File: config.mk
export PLATFORM = sky130hd
export DESIGN_NAME = alu_issuer
export DESIGN_NICKNAME = d
export VERILOG_FILES = /design/src/rtl/alu_pkg.sv /design/src/rtl/alu_cmd_fifo.sv /design/src/rtl/alu_issuer.sv
export SDC_FILE = /design/constraint.sdc
export NUM_CORES = 1
export LEC_CHECK = 0
export CORE_ASPECT_RATIO = 1.1
export CORE_UTILIZATION = 50
export CTS_BUF_LIST = sky130_fd_sc_hd__clkbuf_4 sky130_fd_sc_hd__clkbuf_8
export CTS_CLUSTER_DIAMETER = 60
export DETAILED_ROUTE_END_ITERATION = 8
export HOLD_SLACK_MARGIN = 0.02
export PLACE_DENSITY = 0.9
export SLEW_MARGIN = 20
export SYNTH_ARGS = -nofsm -noshare
export SYNTH_HDL_FRONTEND = slang
export SYNTH_SLANG_ARGS = --single-unit
File: constraint.sdc
create_clock -name clk -period 2 [get_ports clk]
set_input_delay 0.3 -clock clk [delete_from_list [all_inputs] [get_ports clk]]
set_output_delay 0.3 -clock clk [all_outputs]
set_load 0.005 [all_outputs]
File: src/rtl/alu_pkg.sv
// rtl/alu_pkg.sv - shared widths, opcodes, command layout and FSM states for the ALU issuer
package alu_pkg;

    localparam int OPCODE_W = 4;
    localparam int DATA_W   = 4;
    localparam int RES_W    = 8;

    localparam logic [OPCODE_W-1:0] OP_ADD    = 4'h0;
    localparam logic [OPCODE_W-1:0] OP_SUB    = 4'h1;
    localparam logic [OPCODE_W-1:0] OP_MUL    = 4'h2;
    localparam logic [OPCODE_W-1:0] OP_DIV    = 4'h3;
    localparam logic [OPCODE_W-1:0] OP_AND    = 4'h4;
    localparam logic [OPCODE_W-1:0] OP_OR     = 4'h5;
    localparam logic [OPCODE_W-1:0] OP_NOT    = 4'h6;
    localparam logic [OPCODE_W-1:0] OP_NAND   = 4'h7;
    localparam logic [OPCODE_W-1:0] OP_NOR    = 4'h8;
    localparam logic [OPCODE_W-1:0] OP_XOR    = 4'h9;
    localparam logic [OPCODE_W-1:0] OP_X_NOR  = 4'hA;
    localparam logic [OPCODE_W-1:0] LAST_LEGAL_OP = 4'hA;

    localparam int CMD_W = OPCODE_W + 2 * DATA_W;

    typedef enum logic [1:0] {
        IDLE  = 2'd0,
        ISSUE = 2'd1,
        HOLD  = 2'd2
    } state_e;

    typedef struct packed {
        logic [OPCODE_W-1:0] opcode;
        logic [DATA_W-1:0]   a;
        logic [DATA_W-1:0]   b;
    } cmd_t;

    function automatic logic is_legal(input logic [OPCODE_W-1:0] op);
        return op <= LAST_LEGAL_OP;
    endfunction

endpackage

File: src/rtl/alu_cmd_fifo.sv
// rtl/alu_cmd_fifo.sv - synchronous command FIFO with full/empty flags
module alu_cmd_fifo #(
    parameter int DEPTH = 4,
    parameter int W     = 12
) (
    input  logic         clk,
    input  logic         rst_n,
    input  logic         push,
    input  logic         pop,
    input  logic [W-1:0] wdata,
    output logic [W-1:0] rdata,
    output logic         full,
    output logic         empty
);

    localparam int PTR_W   = (DEPTH > 1) ? $clog2(DEPTH) : 1;
    localparam int COUNT_W = PTR_W + 1;

    logic [W-1:0]       mem_q [DEPTH];
    logic [PTR_W-1:0]   wr_ptr_q, wr_ptr_d;
    logic [PTR_W-1:0]   rd_ptr_q, rd_ptr_d;
    logic [COUNT_W-1:0] count_q, count_d;
    logic               push_ok, pop_ok;

    assign full    = (count_q == COUNT_W'(DEPTH));
    assign empty   = (count_q == '0);
    assign push_ok = push & ~full;
    assign pop_ok  = pop & ~empty;
    assign rdata   = mem_q[rd_ptr_q];

    // DEPTH is a power of two, so the pointers wrap on natural overflow
    always_comb begin
        wr_ptr_d = wr_ptr_q;
        rd_ptr_d = rd_ptr_q;
        count_d  = count_q;
        if (push_ok) begin
            wr_ptr_d = wr_ptr_q + PTR_W'(1);
        end
        if (pop_ok) begin
            rd_ptr_d = rd_ptr_q + PTR_W'(1);
        end
        if (push_ok && !pop_ok) begin
            count_d = count_q + COUNT_W'(1);
        end else if (pop_ok && !push_ok) begin
            count_d = count_q - COUNT_W'(1);
        end
    end

    always_ff @(posedge clk or negedge rst_n) begin
        if (!rst_n) begin
            wr_ptr_q <= '0;
            rd_ptr_q <= '0;
            count_q  <= '0;
        end else begin
            wr_ptr_q <= wr_ptr_d;
            rd_ptr_q <= rd_ptr_d;
            count_q  <= count_d;
        end
    end

    always_ff @(posedge clk) begin
        if (push_ok) begin
            mem_q[wr_ptr_q] <= wdata;
        end
    end

endmodule

File: src/rtl/alu_issuer.sv
// rtl/alu_issuer.sv - queues ALU commands, drives the ALU, captures and screens results (ALU_ISSUER_STATS_EN adds counters)
module alu_issuer
    import alu_pkg::*;
#(
    parameter int DEPTH  = 4,
    parameter int SETTLE = 1
) (
    input  logic                clk,
    input  logic                rst_n,
    input  logic                cmd_valid,
    output logic                cmd_ready,
    input  logic [OPCODE_W-1:0] cmd_opcode,
    input  logic [DATA_W-1:0]   cmd_a,
    input  logic [DATA_W-1:0]   cmd_b,
    output logic [OPCODE_W-1:0] alu_opcode,
    output logic [DATA_W-1:0]   alu_a,
    output logic [DATA_W-1:0]   alu_b,
    input  logic [RES_W-1:0]    alu_op,
    input  logic                alu_flag,
    output logic                res_valid,
    input  logic                res_ready,
    output logic [RES_W-1:0]    res_data,
    output logic                res_flag,
    output logic [OPCODE_W-1:0] res_opcode,
    output logic                res_err
`ifdef ALU_ISSUER_STATS_EN
    ,
    output logic [15:0]         stat_issued,
    output logic [15:0]         stat_errors
`endif
);

    localparam int CNT_W = (SETTLE > 1) ? $clog2(SETTLE + 1) : 1;

    state_e              state_q, state_d;
    logic [CNT_W-1:0]    cnt_q, cnt_d;
    logic [OPCODE_W-1:0] alu_opcode_q, alu_opcode_d;
    logic [DATA_W-1:0]   alu_a_q, alu_a_d;
    logic [DATA_W-1:0]   alu_b_q, alu_b_d;
    logic [RES_W-1:0]    res_data_q, res_data_d;
    logic                res_flag_q, res_flag_d;
    logic [OPCODE_W-1:0] res_opcode_q, res_opcode_d;
    logic                res_err_q, res_err_d;
    logic                err_evt;

    logic                fifo_full, fifo_empty, fifo_push, fifo_pop;
    logic [CMD_W-1:0]    fifo_rdata;
    cmd_t                head;

    // Gating with rst_n keeps cmd_ready low while reset is held
    assign cmd_ready = rst_n & ~fifo_full;
    assign fifo_push = cmd_valid & cmd_ready;
    assign head      = cmd_t'(fifo_rdata);

    alu_cmd_fifo #(
        .DEPTH (DEPTH),
        .W     (CMD_W)
    ) u_fifo (
        .clk   (clk),
        .rst_n (rst_n),
        .push  (fifo_push),
        .pop   (fifo_pop),
        .wdata ({cmd_opcode, cmd_a, cmd_b}),
        .rdata (fifo_rdata),
        .full  (fifo_full),
        .empty (fifo_empty)
    );

    always_comb begin
        state_d      = state_q;
        cnt_d        = cnt_q;
        alu_opcode_d = alu_opcode_q;
        alu_a_d      = alu_a_q;
        alu_b_d      = alu_b_q;
        res_data_d   = res_data_q;
        res_flag_d   = res_flag_q;
        res_opcode_d = res_opcode_q;
        res_err_d    = res_err_q;
        err_evt      = 1'b0;
        fifo_pop     = 1'b0;

        case (state_q)
            IDLE: begin
                if (!fifo_empty) begin
                    fifo_pop = 1'b1;
                    if (is_legal(head.opcode)) begin
                        alu_opcode_d = head.opcode;
                        alu_a_d      = head.a;
                        alu_b_d      = head.b;
                        cnt_d        = CNT_W'(SETTLE);
                        state_d      = ISSUE;
                    end else begin
                        // Illegal opcodes never reach the ALU
                        res_data_d   = '0;
                        res_flag_d   = 1'b0;
                        res_opcode_d = head.opcode;
                        res_err_d    = 1'b1;
                        err_evt      = 1'b1;
                        state_d      = HOLD;
                    end
                end
            end
            ISSUE: begin
                if (cnt_q == CNT_W'(1)) begin
                    res_data_d   = alu_op;
                    res_flag_d   = ((alu_opcode_q == OP_ADD) || (alu_opcode_q == OP_SUB)) ? alu_flag : 1'b0;
                    res_opcode_d = alu_opcode_q;
                    res_err_d    = 1'b0;
                    if ((alu_opcode_q == OP_DIV) && (alu_b_q == '0)) begin
                        res_data_d = {RES_W{1'b1}};
                        res_err_d  = 1'b1;
                        err_evt    = 1'b1;
                    end
                    state_d = HOLD;
                end else begin
                    cnt_d = cnt_q - CNT_W'(1);
                end
            end
            HOLD: begin
                if (res_ready) begin
                    state_d = IDLE;
                end
            end
            default: state_d = IDLE;
        endcase
    end

    always_ff @(posedge clk or negedge rst_n) begin
        if (!rst_n) begin
            state_q      <= IDLE;
            cnt_q        <= '0;
            alu_opcode_q <= '0;
            alu_a_q      <= '0;
            alu_b_q      <= '0;
            res_data_q   <= '0;
            res_flag_q   <= 1'b0;
            res_opcode_q <= '0;
            res_err_q    <= 1'b0;
        end else begin
            state_q      <= state_d;
            cnt_q        <= cnt_d;
            alu_opcode_q <= alu_opcode_d;
            alu_a_q      <= alu_a_d;
            alu_b_q      <= alu_b_d;
            res_data_q   <= res_data_d;
            res_flag_q   <= res_flag_d;
            res_opcode_q <= res_opcode_d;
            res_err_q    <= res_err_d;
        end
    end

    assign alu_opcode = alu_opcode_q;
    assign alu_a      = alu_a_q;
    assign alu_b      = alu_b_q;
    assign res_valid  = (state_q == HOLD);
    assign res_data   = res_data_q;
    assign res_flag   = res_flag_q;
    assign res_opcode = res_opcode_q;
    assign res_err    = res_err_q;

`ifdef ALU_ISSUER_STATS_EN
    logic [15:0] stat_issued_q, stat_issued_d;
    logic [15:0] stat_errors_q, stat_errors_d;

    always_comb begin
        stat_issued_d = stat_issued_q;
        stat_errors_d = stat_errors_q;
        if (fifo_pop && (stat_issued_q != 16'hFFFF)) begin
            stat_issued_d = stat_issued_q + 16'd1;
        end
        if (err_evt && (stat_errors_q != 16'hFFFF)) begin
            stat_errors_d = stat_errors_q + 16'd1;
        end
    end

    always_ff @(posedge clk or negedge rst_n) begin
        if (!rst_n) begin
            stat_issued_q <= '0;
            stat_errors_q <= '0;
        end else begin
            stat_issued_q <= stat_issued_d;
            stat_errors_q <= stat_errors_d;
        end
    end

    assign stat_issued = stat_issued_q;
    assign stat_errors = stat_errors_q;
`else
    logic unused_err_evt;
    assign unused_err_evt = err_evt;
`endif

endmodule

Yosys cells after proc, flatten, opt, wreduce, memory -nomap -nowiden
Memory sizes are Yosys's and may differ from the RTL's.
Index checks and enable logic that the tools add are counted.
{"block": "totals", "ramBits": 48, "memories": 1, "reg_bits": 36, "output_inout_bits": 28, "input_bits": 25}
{"memory": "u_fifo.mem_q", "words": 4, "word_bits": 12, "read_ports": 1, "rd_ports_with_merged_regs": 0, "write_ports": 1, "line_no": "alu_cmd_fifo.sv:19", "source": "logic [W-1:0] mem_q [DEPTH];"}
{"block": "op_classes", "magnitude_cmp": 1, "n_reduce_logical": 16, "n_eq_ne": 10, "bitwise": 6, "muxes": 34, "addsub": 5}
{"op": "8-bit 2-to-1 mux", "n": 4}
{"op": "8-bit one-hot mux with 2 select lines", "n": 1}
{"op": "1-bit 2-to-1 mux", "n": 15}
{"op": "4-bit 2-to-1 mux", "n": 3}
{"op": "3-bit AND reduction", "n": 3}
{"op": "4-bit zero test", "n": 2}
{"op": "2-bit 2-to-1 mux", "n": 4}
{"op": "2-bit inequality test, second input constant", "n": 4}
{"op": "4-bit one-hot mux with 2 select lines", "n": 1}
{"op": "3-bit 2-to-1 mux", "n": 2}
{"op": "1-bit one-hot mux with 2 select lines", "n": 3}
{"op": "2-bit one-hot mux with 3 select lines", "n": 1}
{"op": "2-bit by 1-bit adder with 2-bit output, second input constant", "n": 2}
{"op": "1-bit AND", "n": 4}
{"op": "4-bit by 1-bit == test with 1-bit output, second input constant", "n": 1}
{"op": "4-bit by 2-bit == test with 1-bit output, second input constant", "n": 1}
{"op": "4-bit less-or-equal comparator, second input constant", "n": 1}
{"op": "4-bit AND reduction", "n": 1}
{"op": "2-bit nonzero test", "n": 2}
{"op": "3-bit by 1-bit adder with 3-bit output, second input constant", "n": 1}
{"op": "3-bit == test, second input constant", "n": 1}
{"op": "1-bit logical AND", "n": 3}
{"op": "3-bit zero test", "n": 1}
{"op": "3-bit by 1-bit subtractor with 3-bit output, second input constant", "n": 1}
{"op": "8 further kinds", "n": 10}

Logic depth before layout (Yosys ltp)
{"block": "depth", "depth_word": 9, "mapped_depth": 9, "ltp_nobuf": 9}

By module
From an unflattened synthesis, not the netlist that was laid out.
{"block": "hier_totals", "hier_cells": 192, "area_unflattened_um2": 3459.6}
{"mod": "alu_cmd_fifo", "cells_per_inst": 99, "area_each_um2": 2164.6, "n_inst": 1, "seq_area_each_um2": 1616.6}
{"mod": "alu_issuer", "cells_per_inst": 93, "area_each_um2": 1295.0, "n_inst": 1, "seq_area_each_um2": 725.7}

Worst setup path after synthesis
Ideal clock, no wire load.
{"block": "synth_timing", "path_kind": "register to register", "start": "register u_fifo.count_q[0]", "end": "register u_fifo.count_q[2]", "required_ns": 1.921, "arrival_ns": 2.110, "path_buffers": 0, "path_stages_with_launch": 10, "setup_ns": 0.079, "slack_ns": -0.189, "cell_sequence": "dfrtp_1 nor2_1 a21boi_0 and2_0 ha_1 inv_1 fa_1 xor2_1 nor2_1 xor2_1"}
{"block": "synth_between", "elab_chain_len": 8, "word_cells_on_any_way": 19, "cone_classes": "add/sub (2); eq/ne (1); mux (4); bitwise (6); reduce/logical (6)"}
{"element": "from (decl)", "line_no": "alu_cmd_fifo.sv:22", "source": "logic [COUNT_W-1:0] count_q, count_d;"}
{"element": "from (signal assigned)", "line_no": "alu_cmd_fifo.sv:57", "source": "count_q <= count_d;"}
{"element": "3-bit == test (*)", "line_no": "alu_cmd_fifo.sv:25", "source": "assign full = (count_q == COUNT_W'(DEPTH));"}
{"element": "1-bit inverter (*)", "line_no": "alu_issuer.sv:51", "source": "assign cmd_ready = rst_n & ~fifo_full;"}
{"element": "1-bit AND (*)", "line_no": "alu_issuer.sv:51"}
{"element": "net cmd_ready", "line_no": "alu_issuer.sv:11", "source": "output logic cmd_ready,"}
{"element": "1-bit AND (*)", "line_no": "alu_issuer.sv:52", "source": "assign fifo_push = cmd_valid & cmd_ready;"}
{"element": "1-bit AND (*)", "line_no": "alu_cmd_fifo.sv:27", "source": "assign push_ok = push & ~full;"}
{"element": "net u_fifo.push_ok", "line_no": "alu_cmd_fifo.sv:23", "source": "logic push_ok, pop_ok;"}
{"element": "1-bit zero test", "line_no": "alu_cmd_fifo.sv:44", "source": "end else if (pop_ok && !push_ok) begin"}
{"element": "1-bit logical AND", "line_no": "alu_cmd_fifo.sv:44"}
{"element": "2-bit nonzero test (no line)"}
Mark *: on every way through the listed nets, which the timed path passes. The rest lies on a longest branch. The select of a mux whose other input is x is not followed.
A chain may end at the register's enable or synchronous reset.

Worst setup path after layout
{"block": "layout_timing", "start": "register u_fifo.rd_ptr_q[0]", "end": "register res_flag_q, in the netlist res_flag"}
{"block": "layout_between", "elab_chain_len": 4}
{"element": "from (decl)", "line_no": "alu_cmd_fifo.sv:21", "source": "logic [PTR_W-1:0] rd_ptr_q, rd_ptr_d;"}
{"element": "from (signal assigned)", "line_no": "alu_cmd_fifo.sv:56", "source": "rd_ptr_q <= rd_ptr_d;"}
{"element": "memory 4 x 12 bit"}
{"element": "4-bit less-or-equal comparator", "line_no": "alu_pkg.sv:36", "source": "return op <= LAST_LEGAL_OP;"}
{"element": "2-bit inequality test (no line)"}
{"element": "4-bit AND reduction (no line)"}
{"element": "to (signal assigned)", "line_no": "alu_issuer.sv:146", "source": "res_flag_q <= res_flag_d;"}
{"element": "to (decl)", "line_no": "alu_issuer.sv:41", "source": "logic res_flag_q, res_flag_d;"}
Every way passes these cells.

==> summary.txt <==
Logic synthesis
  – Largest family of logic cells by synthesized area: multiplexers
  – Complex-gate fraction of the synthesized area: 0.0294
  – Mux contribution to synthesized area: 0.183
  – Post-Synth Adder-Cell Area: 0.0237
  – Seq cells post-synth: 84
  – Synthesized area: 0.00349 mm^2
  – Ys Warns: 0
  – Synth Instances: 202
  – Synth Area in XOR/XNOR: 0.0151
  – Post-synthesis simple-gate area fraction: 0.0434
  – Mean cell area of the mapped netlist: 17.3 um^2
  – Register area share after synthesis: 0.672
  – Syn nets: 233
  – Cell variety after synth: 35

Timing
  – Tightest Pin Transition: 0.534 ns
  – Unrepaired setup endpoints after global routing: true
  – Min Hold Slack: 0.0412 ns
  – Highest clock rate: 0.502 GHz
  – Fin. Hold Viols: 0
  – Final Skew: 0.00865 ns
  – Rel. slew slack: 0.643
  – Max Transition Viols Final: 0
  – Post-layout min period: 1.99 ns
  – Final worst slack: 0.00794 ns
  – Final setup fails: 0
  – Crit share post-route: 0.996

Placed design
  – Placer Congestion: 0.747
  – I/O Buffers: 52
  – Placed wire-length estimate: 4.52 mm
  – Pre-CTS setup slack: -0.146 ns
  – Placed Area: 0.00425 mm^2

Die
  – Die Width: 81.6 um
  – Initial Utilization: 0.523
  – Die Span Y: 89.6 um
  – Row cnt: 31
  – I/O pins: 53
  – Die area: 0.00731 mm^2
  – Core area: 0.00667 mm^2

Worst setup path
  – Critical path required time: 2.24 ns
  – CP endpoint kind: register
  – Critical Path End: res_flag
  – Crit Path Category: reg -> reg
  – Cells on worst reg2reg path: 7
  – Critical path origin: u_fifo.rd_ptr_q[0]
  – Startpoint Class: register
  – Worst r2r dst: res_flag
  – Arrival @ worst endpoint: 2.24 ns
  – Reg2reg setup slack: 0.008 ns
  – Reg-to-Reg Start: u_fifo.rd_ptr_q[0]
  – Crit-path max FO: 10

Pwr
  – Internal cell power: 4.81 mW
  – Power share of the clock group: 0.166
  – Peak VDD IR: 0.000787 V
  – Sw Share: 0.324
  – Comb pwr share: 0.462
  – Psw: 2.31 mW
  – Pleak: 1.82 nW
  – Reg power frac: 0.372
  – PD cells: 1560 mW/mm^2

Route
  – DRC viols: 0
  – Vias per cell: 5.30
  – Post-DR wirelength/cell: 17.3 um
  – First DRT Iteration DRCs: 90
  – Via count: 1986
  – Post-route ant nets: 0
  – Pre-Repair DR Iteration Count: 4
  – Total wire length: 6.48 mm

Clock tree
  – Hold Buf Count CTS: 0
  – Root buffer cell: clkbuf_8
  – H-Tree Depth: 3
  – Clock Path Buffers: 2
  – Clock-pin slew on the worst setup and hold paths: 0.10 ns
  – Inserted Clock Buffers: 9
  – Clock Latency Late Sink: 0.36 ns
  – Clock Sinks: 84
  – CTS tree: done

Hold path
  – Hold crit path type: in -> async

GRT
  – Largest net degree at the start of global routing: 37
  – Initial antenna violation count: 0
  – GRT Resource Usage Total: 0.203
  – Global route overflow: 0
  – Vias in the first global route: 2093
  – First-pass GRT wire length: 10.3 mm

Final layout
  – Post-route core utilization: 0.684
  – Diodes inserted: 0
  – Layout cells sized above 1: 0.314
  – Layout Nets: 319
  – Commonest non-fill, non-tap cell in the layout: clkdlybuf4s50_1
  – Most frequent cells in the layout: clkdlybuf4s50_1 (49), edfxtp_1 (48), dfrtp_1 (34)
  – Area grow syn2layout: 30.9%
  – Cell area after layout: 0.00457 mm^2

Run status
  – Status: completed

Job
  – Max-Cap Viols: 0
[flip-flops by register name (all words and copies together) (netlist names)]
signal and flops:
res_data 8, u_fifo.mem_q 48, res_flag 1, alu_opcode 4
res_err 1, u_fifo.count_q 3, res_opcode 4, u_fifo.wr_ptr_q 2
alu_b 4, cnt_q 1, u_fifo.rd_ptr_q 2, state_q 2
alu_a 4
[layout make-up]
| class | count | area, um^2 |
|---|---|---|
| Inverter | 16 | 60.1 |
| Multi-Input combinational cell | 94 | 1080 |
| Clock buffer | 9 | 124 |
| Sequential cell | 84 | 2340 |
| Clock inverter | 7 | 76.3 |
| Tap cell | 82 | 103 |
| Timing Repair Buffer | 83 | 773 |
| Fill cell | 453 | 2110 |
[power by group through the flow]
stage | Clock (mW) | Combinational (mW) | Sequential, mW
final | 1.18 | 3.29 | 2.65
after global routing | 1.29 | 3.56 | 2.70
after CTS | 1.22 | 3.21 | 2.63
after detailed placement | 0 | 3.03 | 2.66
after global placement | 0 | 2.91 | 2.63
after floorplan | 0 | 1.84 | 2.62
[cells by family after synthesis]
family          after synthesis
simple gates                 24
xor+xnor                      6
fa+ha+maj                     6
buf+inv                      24
mux                          43
compound gates               15
flops                        84
[worst min path at each step]
| stage | start | endpoint | slack, ns | cells after the start |
|---|---|---|---|---|
| finish | rst_n | alu_a[3] | 0.04 | 2 |
| global route | rst_n | alu_opcode[1] | 0.06 | 2 |
| floorplan | rst_n | alu_a[0] | 0.004 | 0 |
| detailed placement | rst_n | res_data[6] | 0.44 | 2 |
| CTS | rst_n | res_data[6] | 0.04 | 2 |
| global placement | rst_n | alu_a[0] | 0.44 | 2 |
[per-stage QoR]
step                TNS, ns  std cells  total power [mW]
floorplan                 0        202              4.46
global placement     -0.614        352              5.54
detailed placement    -1.30        352              5.69
CTS                       0        372              7.06
global route         -0.518        375              7.55
finish                    0        375              7.12
[worst max-delay path: stages, from the launching register on]
cell and delay [ns]:
dfrtp_1 0.41, buf_4 0.16, mux4_2 0.36, nand2_2 0.08, buf_4 0.14, a211oi_4 0.23
buf_12 0.16, mux2_2 0.33
[synthesized netlist by cell type (all sizes together)]
cell type	number	area (um^2)
a211o	1	8.76
mux2	23	289
nor4b	1	8.76
nor2b	2	12.5
dfrtp	36	901
mux2i	8	80.1
nor2	5	18.8
nand3	1	5.00
nand2	2	7.51
mux4	12	270
clkbuf	4	15.0
buf	4	41.3
xnor2	4	35.0
a21boi	1	7.51
nor3	2	10.0
and4b	2	20.0
inv	16	60.1
nor4	3	31.3
nand2b	1	6.26
and3	4	25.0
ha	5	62.6
a21oi	2	13.8
a21o	1	7.51
fa	1	20.0
o21ai	9	45.0
xor2	2	17.5
and2	1	6.26
a211oi	1	20.0
edfxtp	48	1440
[layer usage]
metal / vias up / global-route usage / part of all wire
li1: 922 / - / -
met1: 983 / 0.239 / 0.41
met2: 64 / 0.337 / 0.50
met3: 17 / 0.0556 / 0.055
met4: 0 / 0.116 / 0.034
met5: - / 0 / 0
[what timing repair did]
item,in CTS,in global routing
buffers inserted,4,3
resized for setup,4,11
pin swaps,0,2
cloned,0,0
endpoints found under the setup margin,15,22
Power figures use the tool's default switching activity.
